**config.mk**
```make
export PLATFORM = sky130hd
export DESIGN_NAME = spi_master_scheduler
export DESIGN_NICKNAME = d
export VERILOG_FILES = /design/src/rtl/spi_defs_pkg.sv /design/src/rtl/rr_arbiter.sv /design/src/rtl/spi_master_scheduler.sv
export SDC_FILE = /design/constraint.sdc
export NUM_CORES = 1
export LEC_CHECK = 0
export CAP_MARGIN = 0
export CORE_MARGIN = 2
export CORE_UTILIZATION = 30
export CTS_CLUSTER_SIZE = 14
export DETAILED_ROUTE_END_ITERATION = 10
export PLACE_DENSITY_LB_ADDON = 0.1
export SYNTH_ARGS = -nofsm -noshare
export SYNTH_HDL_FRONTEND = slang
export SYNTH_HIERARCHICAL = 1
export SYNTH_SLANG_ARGS = --single-unit
```
**constraint.sdc**
```tcl
create_clock -name clk -period 3.8 [get_ports clk]
set_input_delay 1.14 -clock clk [delete_from_list [all_inputs] [get_ports clk]]
set_output_delay 1.14 -clock clk [all_outputs]
set_load 0.1 [all_outputs]
```
**src/rtl/spi_defs_pkg.sv**
```systemverilog
// spi_defs: shared FSM encoding and constants for the SPI master scheduler.
package spi_defs;
    typedef enum logic [2:0] {S_IDLE, S_SETUP, S_HIGH, S_LOW, S_GAP} state_e;
    localparam int DEF_DATA_W = 8;
    localparam logic [7:0] CS_IDLE = 8'hFF;
endpackage

```
**src/rtl/rr_arbiter.sv**
```systemverilog
// rr_arbiter: combinational round-robin pick, searching upward from ptr+1.
module rr_arbiter #(
    parameter int N_REQ = 4
) (
    input  logic [N_REQ-1:0]         req,
    input  logic [$clog2(N_REQ)-1:0] ptr,
    output logic [N_REQ-1:0]         grant,
    output logic [$clog2(N_REQ)-1:0] idx,
    output logic                     any
);
    localparam int PW = $clog2(N_REQ);
    logic [PW-1:0] cand;
    always_comb begin
        grant = '0;
        idx = ptr;
        any = |req;
        cand = ptr;
        // walk from farthest to nearest so the closest requester after ptr wins
        for (int k = N_REQ; k >= 1; k--) begin
            cand = PW'((int'(ptr) + k) % N_REQ);
            if (req[cand]) begin
                grant = '0;
                grant[cand] = 1'b1;
                idx = cand;
            end
        end
    end
endmodule

```
**src/rtl/spi_master_scheduler.sv**
```systemverilog
// spi_master_scheduler: one SPI shift engine shared round-robin among N_REQ
// requesters; SCLK idles low, LSB first, MOSI on rise, MISO sampled on fall.
module spi_master_scheduler
    import spi_defs::*;
#(
    parameter int N_REQ   = 4,
    parameter int DATA_W  = DEF_DATA_W,
    parameter int CLK_DIV = 2
) (
    input  logic                    clk,
    input  logic                    reset,
    input  logic [N_REQ-1:0]        req_valid,
    input  logic [N_REQ*DATA_W-1:0] req_data,
    output logic [N_REQ-1:0]        req_ready,
    output logic [N_REQ-1:0]        rsp_valid,
    output logic [DATA_W-1:0]       rsp_data,
    output logic                    busy,
    output logic                    SCLK,
    output logic [N_REQ-1:0]        CS,
    output logic                    MOSI,
    input  logic                    MISO
);
    localparam int PW = $clog2(N_REQ);
    localparam int CW = $clog2(CLK_DIV + 1);
    localparam int BW = $clog2(DATA_W) + 1;
    localparam logic [CW-1:0] DIV_LAST = CW'(CLK_DIV - 1);

    state_e            state_q, state_d;
    logic [CW-1:0]     div_q, div_d;
    logic [BW-1:0]     bit_q, bit_d;
    logic [DATA_W-1:0] tx_q, tx_d, rx_q, rx_d, rsp_data_q, rsp_data_d;
    logic [PW-1:0]     ptr_q, ptr_d, gnt_q, gnt_d;
    logic [N_REQ-1:0]  req_ready_q, req_ready_d, rsp_valid_q, rsp_valid_d, cs_q, cs_d;
    logic              sclk_q, sclk_d, mosi_q, mosi_d, busy_q, busy_d;
    logic [N_REQ-1:0]  arb_oh;
    logic [PW-1:0]     arb_idx;
    logic              arb_any, div_done;

    rr_arbiter #(.N_REQ(N_REQ)) u_arb (
        .req   (req_valid),
        .ptr   (ptr_q),
        .grant (arb_oh),
        .idx   (arb_idx),
        .any   (arb_any)
    );

    assign div_done = div_q == '0;

    always_comb begin
        state_d = state_q;
        div_d = div_done ? DIV_LAST : div_q - CW'(1);
        bit_d = bit_q;
        tx_d = tx_q;
        rx_d = rx_q;
        rsp_data_d = rsp_data_q;
        ptr_d = ptr_q;
        gnt_d = gnt_q;
        req_ready_d = '0;
        rsp_valid_d = '0;
        cs_d = cs_q;
        sclk_d = sclk_q;
        mosi_d = mosi_q;
        case (state_q)
            S_IDLE: begin
                div_d = DIV_LAST;
                if (arb_any) begin
                    state_d = S_SETUP;
                    tx_d = req_data[arb_idx*DATA_W +: DATA_W];
                    req_ready_d = arb_oh;
                    cs_d = ~arb_oh;
                    ptr_d = arb_idx;
                    gnt_d = arb_idx;
                    bit_d = '0;
                    mosi_d = 1'b0;
                end
            end
            S_SETUP: if (div_done) begin
                state_d = S_HIGH;
                sclk_d = 1'b1;
                mosi_d = tx_q[0];
                tx_d = tx_q >> 1;
            end
            S_HIGH: if (div_done) begin
                state_d = S_LOW;
                sclk_d = 1'b0;
                rx_d = {MISO, rx_q[DATA_W-1:1]};
            end
            S_LOW: if (div_done) begin
                if (bit_q == BW'(DATA_W - 1)) begin
                    state_d = S_GAP;
                    cs_d = CS_IDLE[N_REQ-1:0];
                    mosi_d = 1'b0;
                    rsp_data_d = rx_q;
                    rsp_valid_d[gnt_q] = 1'b1;
                end else begin
                    state_d = S_HIGH;
                    bit_d = bit_q + BW'(1);
                    sclk_d = 1'b1;
                    mosi_d = tx_q[0];
                    tx_d = tx_q >> 1;
                end
            end
            S_GAP: if (div_done) state_d = S_IDLE;
            default: state_d = S_IDLE;
        endcase
        busy_d = state_d != S_IDLE;
    end

    always_ff @(posedge clk or posedge reset) begin
        if (reset) begin
            state_q <= S_IDLE;
            div_q <= DIV_LAST;
            bit_q <= '0;
            tx_q <= '0;
            rx_q <= '0;
            rsp_data_q <= '0;
            ptr_q <= PW'(N_REQ - 1);
            gnt_q <= '0;
            req_ready_q <= '0;
            rsp_valid_q <= '0;
            cs_q <= CS_IDLE[N_REQ-1:0];
            sclk_q <= 1'b0;
            mosi_q <= 1'b0;
            busy_q <= 1'b0;
        end else begin
            state_q <= state_d;
            div_q <= div_d;
            bit_q <= bit_d;
            tx_q <= tx_d;
            rx_q <= rx_d;
            rsp_data_q <= rsp_data_d;
            ptr_q <= ptr_d;
            gnt_q <= gnt_d;
            req_ready_q <= req_ready_d;
            rsp_valid_q <= rsp_valid_d;
            cs_q <= cs_d;
            sclk_q <= sclk_d;
            mosi_q <= mosi_d;
            busy_q <= busy_d;
        end
    end

    assign req_ready = req_ready_q;
    assign rsp_valid = rsp_valid_q;
    assign rsp_data  = rsp_data_q;
    assign busy      = busy_q;
    assign SCLK      = sclk_q;
    assign CS        = cs_q;
    assign MOSI      = mosi_q;
endmodule

```
==> metrics.md, run 1 <==
| Metric | Value |
|---|---|
| Synth unique cells | 49 |
| Post-synth EDFFs | 0 |
| Synthesized area per cell | 11.2 um^2 |
| VDD IR max | 0.220 mV |
| Post-synthesis sequential element count | 52 |
| Share of layout cells above drive strength 1 | 27.1% |
| Final routed wirelength across all metal layers | 6010 um |
| CTS tree | done |
| Cell Pwr Density | 662 nW/um^2 |
| Setup slack, reg-to-reg | 0.67 ns |
| DRT Pass-1 Iters | 4 |
| Worst Tran Pin Value | 0.523 ns |
| Global-route wire length before repair | 10200 um |
| Via count of the first global-routing pass | 2048 |
| Final-layout fill cell count | 956 |
| CTS max path bufs | 2 |
| Number of input and output port buffers inserted | 61 |
| Total area of multi-input combinational cells | 1470 um^2 |
| Synth-to-Final Area Change | 27.0% |
| Post-route DRC violation count | 0 |
| Cts-stage hold buffer count | 0 |
| Floorplan die width | 102 um |
| Yosys warns | 6 |
| Leakage power | 1.58 nW |
| Cell taking the most area after synthesis | sky130_fd_sc_hd__dfrtp_1 |
| Filler-free cell count of the finished design | 450 |
| Area share of the largest cell type after synthesis | 38.9% |
| Buffer cell driving the clock tree root | sky130_fd_sc_hd__clkbuf_8 |
| Max H-tree Level | 2 |
| Number of DRC markers in iteration 0 | 80 |
| GR Util All Layers | 12.2% |
| Critical path peak fanout | 15 |
| Ys async rst share | 100% |
| Normalized max-slew margin | 65.0% |
| Data required, critical path | 3.98 ns |
| Arrival time at the worst endpoint | 3.51 ns |
| Final setup viols | 0 |
| Sequential-to-total area share from yosys stat | 45.3% |
| Per-cell via count in the routed design | 4.84 |
| Synth Net Count | 304 |
| Maximum number of pins on one net before global-route repair | 53 |
| Dominant synthesized flop cell | sky130_fd_sc_hd__dfrtp_1 |
| Resized Gates After CTS | 0 |
| Number of instances in the placed design | 442 |
| Final instance area | 3670 um^2 |
| Via count of the routed design | 2180 |
| Cells after synthesis | 258 |
| Pre-CTS setup slack | 0.124 ns |
| Number of CTS-inserted buffers | 5 |
| Most instantiated cells after synthesis | sky130_fd_sc_hd__dfrtp_1, sky130_fd_sc_hd__nand2_1, sky130_fd_sc_hd__mux2_2, sky130_fd_sc_hd__nor2b_1, sky130_fd_sc_hd__nor2_1 |
| Worst hold path type | flop to flop |
| Nets | 366 |
| Dpl cell area | 3580 um^2 |
| Diodes inserted | 0 |
| Clock Latency Late Sink | 0.31 ns |
| Category of the worst setup path capture point | flop |
| Top cells by area, synth | sky130_fd_sc_hd__dfrtp_1, sky130_fd_sc_hd__mux2_2, sky130_fd_sc_hd__dfstp_2, sky130_fd_sc_hd__nand2_1, sky130_fd_sc_hd__ha_1 |
| Dpl hpwl | 4320 um |
| Post-CTS repair timing setup buffer count | 0 |
| DIE AREA | 10400 um^2 |
| Cell with the most instances after synthesis | sky130_fd_sc_hd__dfrtp_1 |
| Final-report hold violation count | 0 |
| Status | completed |
| Core box area | 9280 um^2 |
| Post-synth design cell area | 2890 um^2 |
| Ratio of final minimum period to clock period | 87.7% |
| Cell Rows | 35 |
| GPL Wtd Cong | 0.783 |
| Worst path setup slack after routing | 0.469 ns |
| Total number of clock tree sinks | 52 |
| Minimum clock period | 3.33 ns |
| Register cell area after layout | 1310 um^2 |
| Congestion Overflow GR | 0 |
| Final Slew Violations | 0 |
| Worst Setup Start Kind | input pin |
| Initial Utilization | 31.2% |
| Unrepaired setup endpoints after global routing | false |
| Top achievable clock speed | 300 MHz |
| Remaining antenna violation count | 0 |
| Final total negative setup slack | 0 ns |
| Count of maximum capacitance violations | 0 |
| Average wire per cell in the routed design | 13.4 um |
| Worst-path clk slew | 0.10 ns |
| Height of the chip | 102 um |
| Worst clock skew on the final layout | 0.00851 ns |
| I/O Pins | 62 |
| Antenna violations before repair | 0 |
| Category of the critical setup timing path | input pin to flop |
[power breakdown]
| part | leakage [nW] | switching, mW | internal [mW] |
|---|---|---|---|
| Sequential | 0.631 | 0.122 | 0.714 |
| Clock | 0.0463 | 0.200 | 0.136 |
| Combinational | 0.906 | 0.730 | 0.532 |
| Total | 1.58 | 1.05 | 1.38 |
[flip-flops by register name, indices dropped and copies added (netlist names)]
name and flops:
busy 1, ptr_q 2, MOSI 1, bit_q 4
gnt_q 2, rsp_data 8, rx_q 8, SCLK 1
req_ready 4, div_q 2, CS 4, tx_q 8
rsp_valid 4, state_q 3
[cell families after synthesis]
group / Yosys count / synth area share [%]
AOI/OAI and AO/OA: 55 / 13.7
DFF: 52 / 45.3
muxes: 36 / 15.4
and+or+nand+nor: 89 / 18.2
adders and majority gates: 7 / 3.03
buffers and inverters: 18 / 4.06
xor gates and xnor gates: 1 / 0.303
[final timing paths]
path / from / end / cells past startpoint
max reg2reg: ptr_q[1] / tx_q[2] / 10
min reg2reg: tx_q[4] / tx_q[4] / 2
min in group asynchronous: reset / rsp_valid[0] / 3
max: req_valid[1] / tx_q[2] / 8
min: tx_q[4] / tx_q[4] / 2
max in group asynchronous: reset / ptr_q[1] / 3
[worst max-delay path, cell delays in order]
cell,delay (ns)
sky130_fd_sc_hd__clkdlybuf4s50_1,0.53
sky130_fd_sc_hd__mux4_2,0.53
sky130_fd_sc_hd__o21ai_0,0.30
sky130_fd_sc_hd__xnor2_2,0.20
sky130_fd_sc_hd__buf_4,0.26
sky130_fd_sc_hd__mux2_2,0.35
sky130_fd_sc_hd__o22ai_1,0.11
sky130_fd_sc_hd__o31ai_1,0.08
[layout by cell type, fill, tap and decap left out, drive strengths merged, types with 7 or more instances in the layout]
| cell type | Yosys | routed |
|---|---|---|
| a211oi | 8 | 8 |
| a21oi | 9 | 9 |
| buf | 10 | 29 |
| clkdlybuf4s50 | 0 | 38 |
| dfrtp | 45 | 45 |
| dfstp | 7 | 7 |
| ha | 7 | 7 |
| inv | 6 | 7 |
| mux2 | 25 | 25 |
| mux2i | 7 | 7 |
| nand2 | 29 | 29 |
| nand3 | 7 | 7 |
| nor2 | 12 | 12 |
| nor2b | 14 | 14 |
| o22ai | 7 | 7 |
| o31ai | 9 | 9 |
[metal layers]
layer	part of all wire (%)	global-route usage, %	vias up
met5	0	0	-
met4	1.4	4.72	0
met3	4.4	2.19	5
met2	46	18.8	58
met1	49	17.2	1047
li1	-	-	1070
[stage by stage]
step | power (mW) | hold WS, ns | utilization, %
global placement | 2.11 | 0.467 | 38.5
detailed placement | 2.12 | 0.467 | 38.5
global route | 2.61 | 0.507 | 39.6
finish | 2.43 | 0.492 | 39.6
floorplan | 1.85 | 0.448 | -
CTS | 2.46 | 0.493 | 39.6
[layout make-up]
class,instances,share of cell area (%)
Inverter,6,0.613
Sequential cell,52,35.6
Clock buffer,5,1.87
Timing Repair Buffer,67,16.6
Multi-Input combinational cell,188,40.1
Clock inverter,3,0.749
Tap cell,129,4.39
Power figures use the tool's default switching activity.
==> run 2: changes to the inputs <==
--- a/config.mk
+++ b/config.mk
@@ -7,7 +7,7 @@
 export LEC_CHECK = 0
 export CAP_MARGIN = 0
 export CORE_MARGIN = 2
-export CORE_UTILIZATION = 30
+export CORE_UTILIZATION = 50
 export CTS_CLUSTER_SIZE = 14
 export DETAILED_ROUTE_END_ITERATION = 10
 export PLACE_DENSITY_LB_ADDON = 0.1
==> metrics.md, run 2 (synthesis results as in run 1) <==
| Metric | Value |
|---|---|
| Synth-to-Final Area Change | 24.3% |
| Arrival time at the worst endpoint | 3.64 ns (+0.13 ns) |
| Resized Gates After CTS | 0 (unchanged) |
| Count of maximum capacitance violations | 0 (unchanged) |
| Cell Pwr Density | 671 nW/um^2 (+1.3%) |
| I/O Pins | 62 (unchanged) |
| Reg-to-reg startpoint | ptr_q[1] |
| Filler-free cell count of the finished design | 394 (-12%) |
| Crit-path max cell delay | 0.52 ns (about the same) |
| Clock Latency Late Sink | 0.31 ns (about the same) |
| Final-report hold violation count | 0 (unchanged) |
| Core box area | 5540 um^2 (-40%) |
| VDD IR max | 0.373 mV (+69%) |
| Remaining antenna violation count | 0 (unchanged) |
| DIE AREA | 6410 um^2 (-39%) |
| Most frequent standard cell in the layout excluding fill and tap cells | sky130_fd_sc_hd__dfrtp_1 |
| Top achievable clock speed | 289 MHz (-3.6%) |
| Cell Rows | 27 (-23%) |
| Number of instances in the placed design | 386 (-13%) |
| Register cell area after layout | 1310 um^2 (unchanged) |
| Congestion Overflow GR | 0 (unchanged) |
| Worst-path clk slew | 0.10 ns (about the same) |
| Total area of multi-input combinational cells | 1470 um^2 (unchanged) |
| Total number of clock tree sinks | 52 (unchanged) |
| Post-CTS repair timing setup buffer count | 0 (unchanged) |
| Data required, critical path | 3.98 ns (about the same) |
| Critical path origin | req_valid[1] |
| Share of layout cells above drive strength 1 | 27.3% (+0.23 points) |
| Worst clock skew on the final layout | 0.00560 ns (-0.00291 ns) |
| Via count of the first global-routing pass | 2124 (+3.7%) |
| Minimum clock period | 3.45 ns (+0.123 ns) |
| Worst Tran Pin Value | 0.647 ns (+0.124 ns) |
| Critical path cell sequence | clkdlybuf4s50_1 -> mux4_2 -> o21ai_0 -> xnor2_2 -> buf_4 -> mux2_2 -> o22ai_1 -> o31ai_1 |
| Total buffers and inverters traversed by the critical path | 2 (unchanged) |
| Status | completed |
| Dpl hpwl | 4210 um (-2.8%) |
| Final-layout fill cell count | 474 (-50%) |
| Critical path peak fanout | 12 (-3) |
| Max H-tree Level | 2 (unchanged) |
| Worst hold path type | flop to flop |
| Cell type of the slowest stage on the worst timing path | sky130_fd_sc_hd__clkdlybuf4s50_1 |
| GPL Wtd Cong | 0.819 (+4.6%) |
| DRT Pass-1 Iters | 4 (unchanged) |
| Diodes inserted | 0 (unchanged) |
| Cts-stage hold buffer count | 0 (unchanged) |
| Buffer cell driving the clock tree root | sky130_fd_sc_hd__clkbuf_8 |
| Leakage power | 1.58 nW (about the same) |
| Initial Utilization | 52.2% (+21 points) |
| Launch instance of the worst min-delay path | tx_q[6] |
| CTS max path bufs | 2 (unchanged) |
| Per-cell via count in the routed design | 5.51 (+14%) |
| Nets | 367 (+0.27%) |
| Final Slew Violations | 0 (unchanged) |
| Maximum number of pins on one net before global-route repair | 53 (unchanged) |
| Antenna violations before repair | 0 (unchanged) |
| CTS tree | done |
| Ratio of final minimum period to clock period | 90.9% (+3.2 points) |
| GR Util All Layers | 19.4% (+7.1 points) |
| Global-route wire length before repair | 9690 um (-4.7%) |
| Average wire per cell in the routed design | 14.6 um (+9.3%) |
| Via count of the routed design | 2170 (-0.46%) |
| Commonest cells after routing, fill and taps aside | sky130_fd_sc_hd__dfrtp_1, sky130_fd_sc_hd__clkdlybuf4s50_1, sky130_fd_sc_hd__buf_4, sky130_fd_sc_hd__nand2_1, sky130_fd_sc_hd__mux2_2 |
| Category of the worst setup path capture point | flop |
| Final total negative setup slack | 0 ns (unchanged) |
| Final routed wirelength across all metal layers | 5750 um (-4.3%) |
| Category of the critical setup timing path | input pin to flop |
| Setup slack, reg-to-reg | 0.43 ns (-0.24 ns) |
| Height of the chip | 80.1 um (-22%) |
| Final setup viols | 0 (unchanged) |
| Number of input and output port buffers inserted | 61 (unchanged) |
| Power, Total | 2.41 mW (-0.82%) |
| Normalized max-slew margin | 56.7% (-8.4 points) |
| Unrepaired setup endpoints after global routing | false |
| Number of CTS-inserted buffers | 5 (unchanged) |
| Number of DRC markers in iteration 0 | 158 (+98%) |
| CP top delay family | multiplexers |
| Worst Setup Start Kind | input pin |
| Floorplan die width | 80.1 um (-22%) |
| Post-route DRC violation count | 0 (unchanged) |
==> run 2: final timing paths <==
check                               to  depth (start not counted)
max in group asynchronous      tx_q[4]                          3
min reg2reg                    tx_q[6]                          2
min in group asynchronous  rsp_data[1]                          3
max reg2reg                    tx_q[2]                         10
max                            tx_q[2]                          8
min                            tx_q[6]                          2
==> run 2: power by group <==
group	switching, mW	total, mW	internal [mW]
logic	0.725	1.25	0.521
clock network	0.198	0.334	0.136
registers	0.120	0.834	0.714
==> run 2: per-layer routing <==
metal  GRT usage (%)  part of all wire, %
met1            26.1                   45
met2            30.8                   49
met3            3.37                  4.0
met4            8.31                  1.8
met5               0                    0
==> run 2: cell type report <==
type                            instances  area share (%)
Timing Repair Buffer                   68            16.8
Clock inverter                          3           0.765
Sequential cell                        52            36.4
Multi-Input combinational cell        188            41.0
Clock buffer                            5            1.91
Tap cell                               72            2.50
Inverter                                6           0.626
==> run 2: worst reg2reg max path: cells and delay by family, from the launching register on <==
family	cells	cell delay, ns
muxes	3	0.79
DFF	1	0.62
xor gates and xnor gates	1	0.54
adders and majority gates	1	0.48
buffers and inverters	2	0.45
AOI/OAI and AO/OA	3	0.35
==> run 2: stage by stage <==
step / cell area [um^2] / hold WS, ns / utilization (%) / setup WS [ns]
6_report: 3600 / 0.493 / 65.0 / 0.346
5_1_grt: 3600 / 0.510 / 65.0 / 0.156
4_1_cts: 3600 / 0.486 / 65.0 / 0.355
3_5_place_dp: 3500 / 0.475 / 63.2 / 0.0133
3_3_place_gp: 3500 / 0.462 / 63.2 / 0.0678
2_1_floorplan: 2890 / 0.448 / - / 0.779
==> run 3: changes to the inputs <==
--- a/config.mk
+++ b/config.mk
@@ -10,7 +10,8 @@
 export CORE_UTILIZATION = 50
 export CTS_CLUSTER_SIZE = 14
 export DETAILED_ROUTE_END_ITERATION = 10
-export PLACE_DENSITY_LB_ADDON = 0.1
+export PLACE_DENSITY = 0.79
+export SETUP_SLACK_MARGIN = 0.2
 export SYNTH_ARGS = -nofsm -noshare
 export SYNTH_HDL_FRONTEND = slang
 export SYNTH_HIERARCHICAL = 1
==> metrics.md, run 3 (synthesis results as in run 1) <==
| Metric | Value |
|---|---|
| Leakage power | 1.58 nW (-0.39%) |
| Final Slew Violations | 0 (unchanged) |
| Nets | 365 (-0.54%) |
| Minimum clock period | 3.33 ns (-0.124 ns) |
| Resized Gates After CTS | 0 (unchanged) |
| Final setup viols | 0 (unchanged) |
| Worst Setup Start Kind | input pin |
| Dpl cell area | 3500 um^2 (about the same) |
| Height of the chip | 80.1 um (unchanged) |
| Normalized max-slew margin | 59.7% (+3.1 points) |
| Critical path peak fanout | 10 (-2) |
| Buffer cell driving the clock tree root | sky130_fd_sc_hd__clkbuf_8 |
| Average wire per cell in the routed design | 14.7 um (+0.81%) |
| Post-route DRC violation count | 0 (unchanged) |
| Commonest cells after routing, fill and taps aside | sky130_fd_sc_hd__dfrtp_1, sky130_fd_sc_hd__clkdlybuf4s50_1, sky130_fd_sc_hd__nand2_1, sky130_fd_sc_hd__buf_4, sky130_fd_sc_hd__mux2_2 |
| Category of the critical setup timing path | input pin to flop |
| GR Util All Layers | 19.4% (+0.028 points) |
| Core box area | 5540 um^2 (unchanged) |
| Global-route wire length before repair | 9690 um (about the same) |
| Count of maximum capacitance violations | 0 (unchanged) |
| Final routed wirelength across all metal layers | 5770 um (+0.30%) |
| Final-layout fill cell count | 477 (+0.63%) |
| Top achievable clock speed | 300 MHz (+3.7%) |
| Via count of the routed design | 2184 (+0.65%) |
| CTS max path bufs | 2 (unchanged) |
| Cts-stage hold buffer count | 0 (unchanged) |
| VDD IR max | 0.470 mV (+26%) |
| Final-report hold violation count | 0 (unchanged) |
| Share of layout cells above drive strength 1 | 26.9% (-0.45 points) |
| Final core utilization | 64.9% (-0.090 points) |
| I/O Pins | 62 (unchanged) |
| Initial Utilization | 52.2% (unchanged) |
| Worst clock skew on the final layout | 0.00943 ns (+0.00383 ns) |
| GPL Wtd Cong | 0.822 (+0.43%) |
| DIE AREA | 6410 um^2 (unchanged) |
| CTS tree | done |
| Category of the worst setup path capture point | flop |
| Number of DRC markers in iteration 0 | 145 (-8.2%) |
| Number of input and output port buffers inserted | 61 (unchanged) |
| Data required, critical path | 3.99 ns (about the same) |
| Per-cell via count in the routed design | 5.57 (+1.2%) |
| Number of CTS-inserted buffers | 5 (unchanged) |
| Floorplan die width | 80.1 um (unchanged) |
| Worst Tran Pin Value | 0.599 ns (-0.0480 ns) |
| Cell Rows | 27 (unchanged) |
| Most frequent standard cell in the layout excluding fill and tap cells | sky130_fd_sc_hd__dfrtp_1 |
| Final total negative setup slack | 0 ns (unchanged) |
| Congestion Overflow GR | 0 (unchanged) |
| Ratio of final minimum period to clock period | 87.6% (-3.3 points) |
| Worst-path clk slew | 0.10 ns (about the same) |
| Total number of clock tree sinks | 52 (unchanged) |
| Max H-tree Level | 2 (unchanged) |
| Antenna violations before repair | 0 (unchanged) |
| Worst hold path type | flop to flop |
| Synth-to-Final Area Change | 24.2% |
| Cell Pwr Density | 684 nW/um^2 (+2.0%) |
| Status | completed |
| Remaining antenna violation count | 0 (unchanged) |
| Final instance area | 3590 um^2 (-0.14%) |
| Register cell area after layout | 1310 um^2 (unchanged) |
| Unrepaired setup endpoints after global routing | false |
| Dpl hpwl | 4390 um (+4.5%) |
| Diodes inserted | 0 (unchanged) |
| Clock Latency Late Sink | 0.31 ns (about the same) |
| DRT Pass-1 Iters | 4 (unchanged) |
| Maximum number of pins on one net before global-route repair | 35 (-34%) |
| Post-CTS repair timing setup buffer count | 0 (unchanged) |
| Total area of multi-input combinational cells | 1470 um^2 (unchanged) |
| Arrival time at the worst endpoint | 3.52 ns (-0.12 ns) |
| Via count of the first global-routing pass | 2110 (-0.66%) |
==> run 3: cell count changes in the layout (fill, tap and decap cells not counted), sizes merged <==
cell and delta:
buf -2, inv +1, clkinv -1
==> run 3: layout make-up <==
type | instances | share of cell area (%)
well taps | 72 | 2.51
multi-input cells | 188 | 41.0
clock inverters | 3 | 0.696
repair buffers | 66 | 16.8
clock buffers | 5 | 1.92
inverters | 6 | 0.627
flip-flops and latches | 52 | 36.5
==> run 3: path summary, 6_finish.rpt <==
| path | startpoint | end | slack [ns] | depth (start not counted) |
|---|---|---|---|---|
| min reg2reg | gnt_q[1] | rsp_valid[1] | 0.49 | 1 |
| min in group asynchronous | reset | rsp_data[6] | 1.11 | 2 |
| max in group asynchronous | reset | CS[3] | 1.89 | 3 |
| max | req_valid[0] | tx_q[0] | 0.47 | 9 |
| min | gnt_q[1] | rsp_valid[1] | 0.49 | 1 |
| max reg2reg | ptr_q[1] | tx_q[0] | 0.62 | 10 |
==> run 3: worst max-delay path: stages <==
cell,delay [ns]
sky130_fd_sc_hd__clkdlybuf4s50_1,0.61
sky130_fd_sc_hd__mux2i_1,0.13
sky130_fd_sc_hd__mux2_2,0.33
sky130_fd_sc_hd__o21ai_0,0.33
sky130_fd_sc_hd__xnor2_2,0.24
sky130_fd_sc_hd__buf_12,0.18
sky130_fd_sc_hd__mux2_2,0.33
sky130_fd_sc_hd__o22ai_1,0.15
sky130_fd_sc_hd__o31ai_2,0.09
==> run 3: metrics by stage <==
stage	instances	worst slack [ns]	total power, mW	hold slack (ns)
detailed placement	384	0.161	2.15	0.466
CTS	392	0.495	2.48	0.487
global placement	384	0.254	2.10	0.463
floorplan	258	0.779	1.85	0.448
finish	392	0.470	2.46	0.489
global route	392	0.378	2.62	0.503
==> run 3: power by group <==
part	leakage (nW)	switching (mW)	internal, mW	total (mW)
sequential	0.631	0.120	0.714	0.834
combinational	0.901	0.745	0.550	1.29
clock	0.0452	0.194	0.134	0.329
total	1.58	1.06	1.40	2.46
==> run 3: metal layers <==
metal	GRT usage, %	vias up	share of wire, %
li1	-	1068	-
met1	24.6	1050	44
met2	32.3	58	49
met3	4.61	8	4.9
met4	6.95	0	1.7
met5	0	-	0
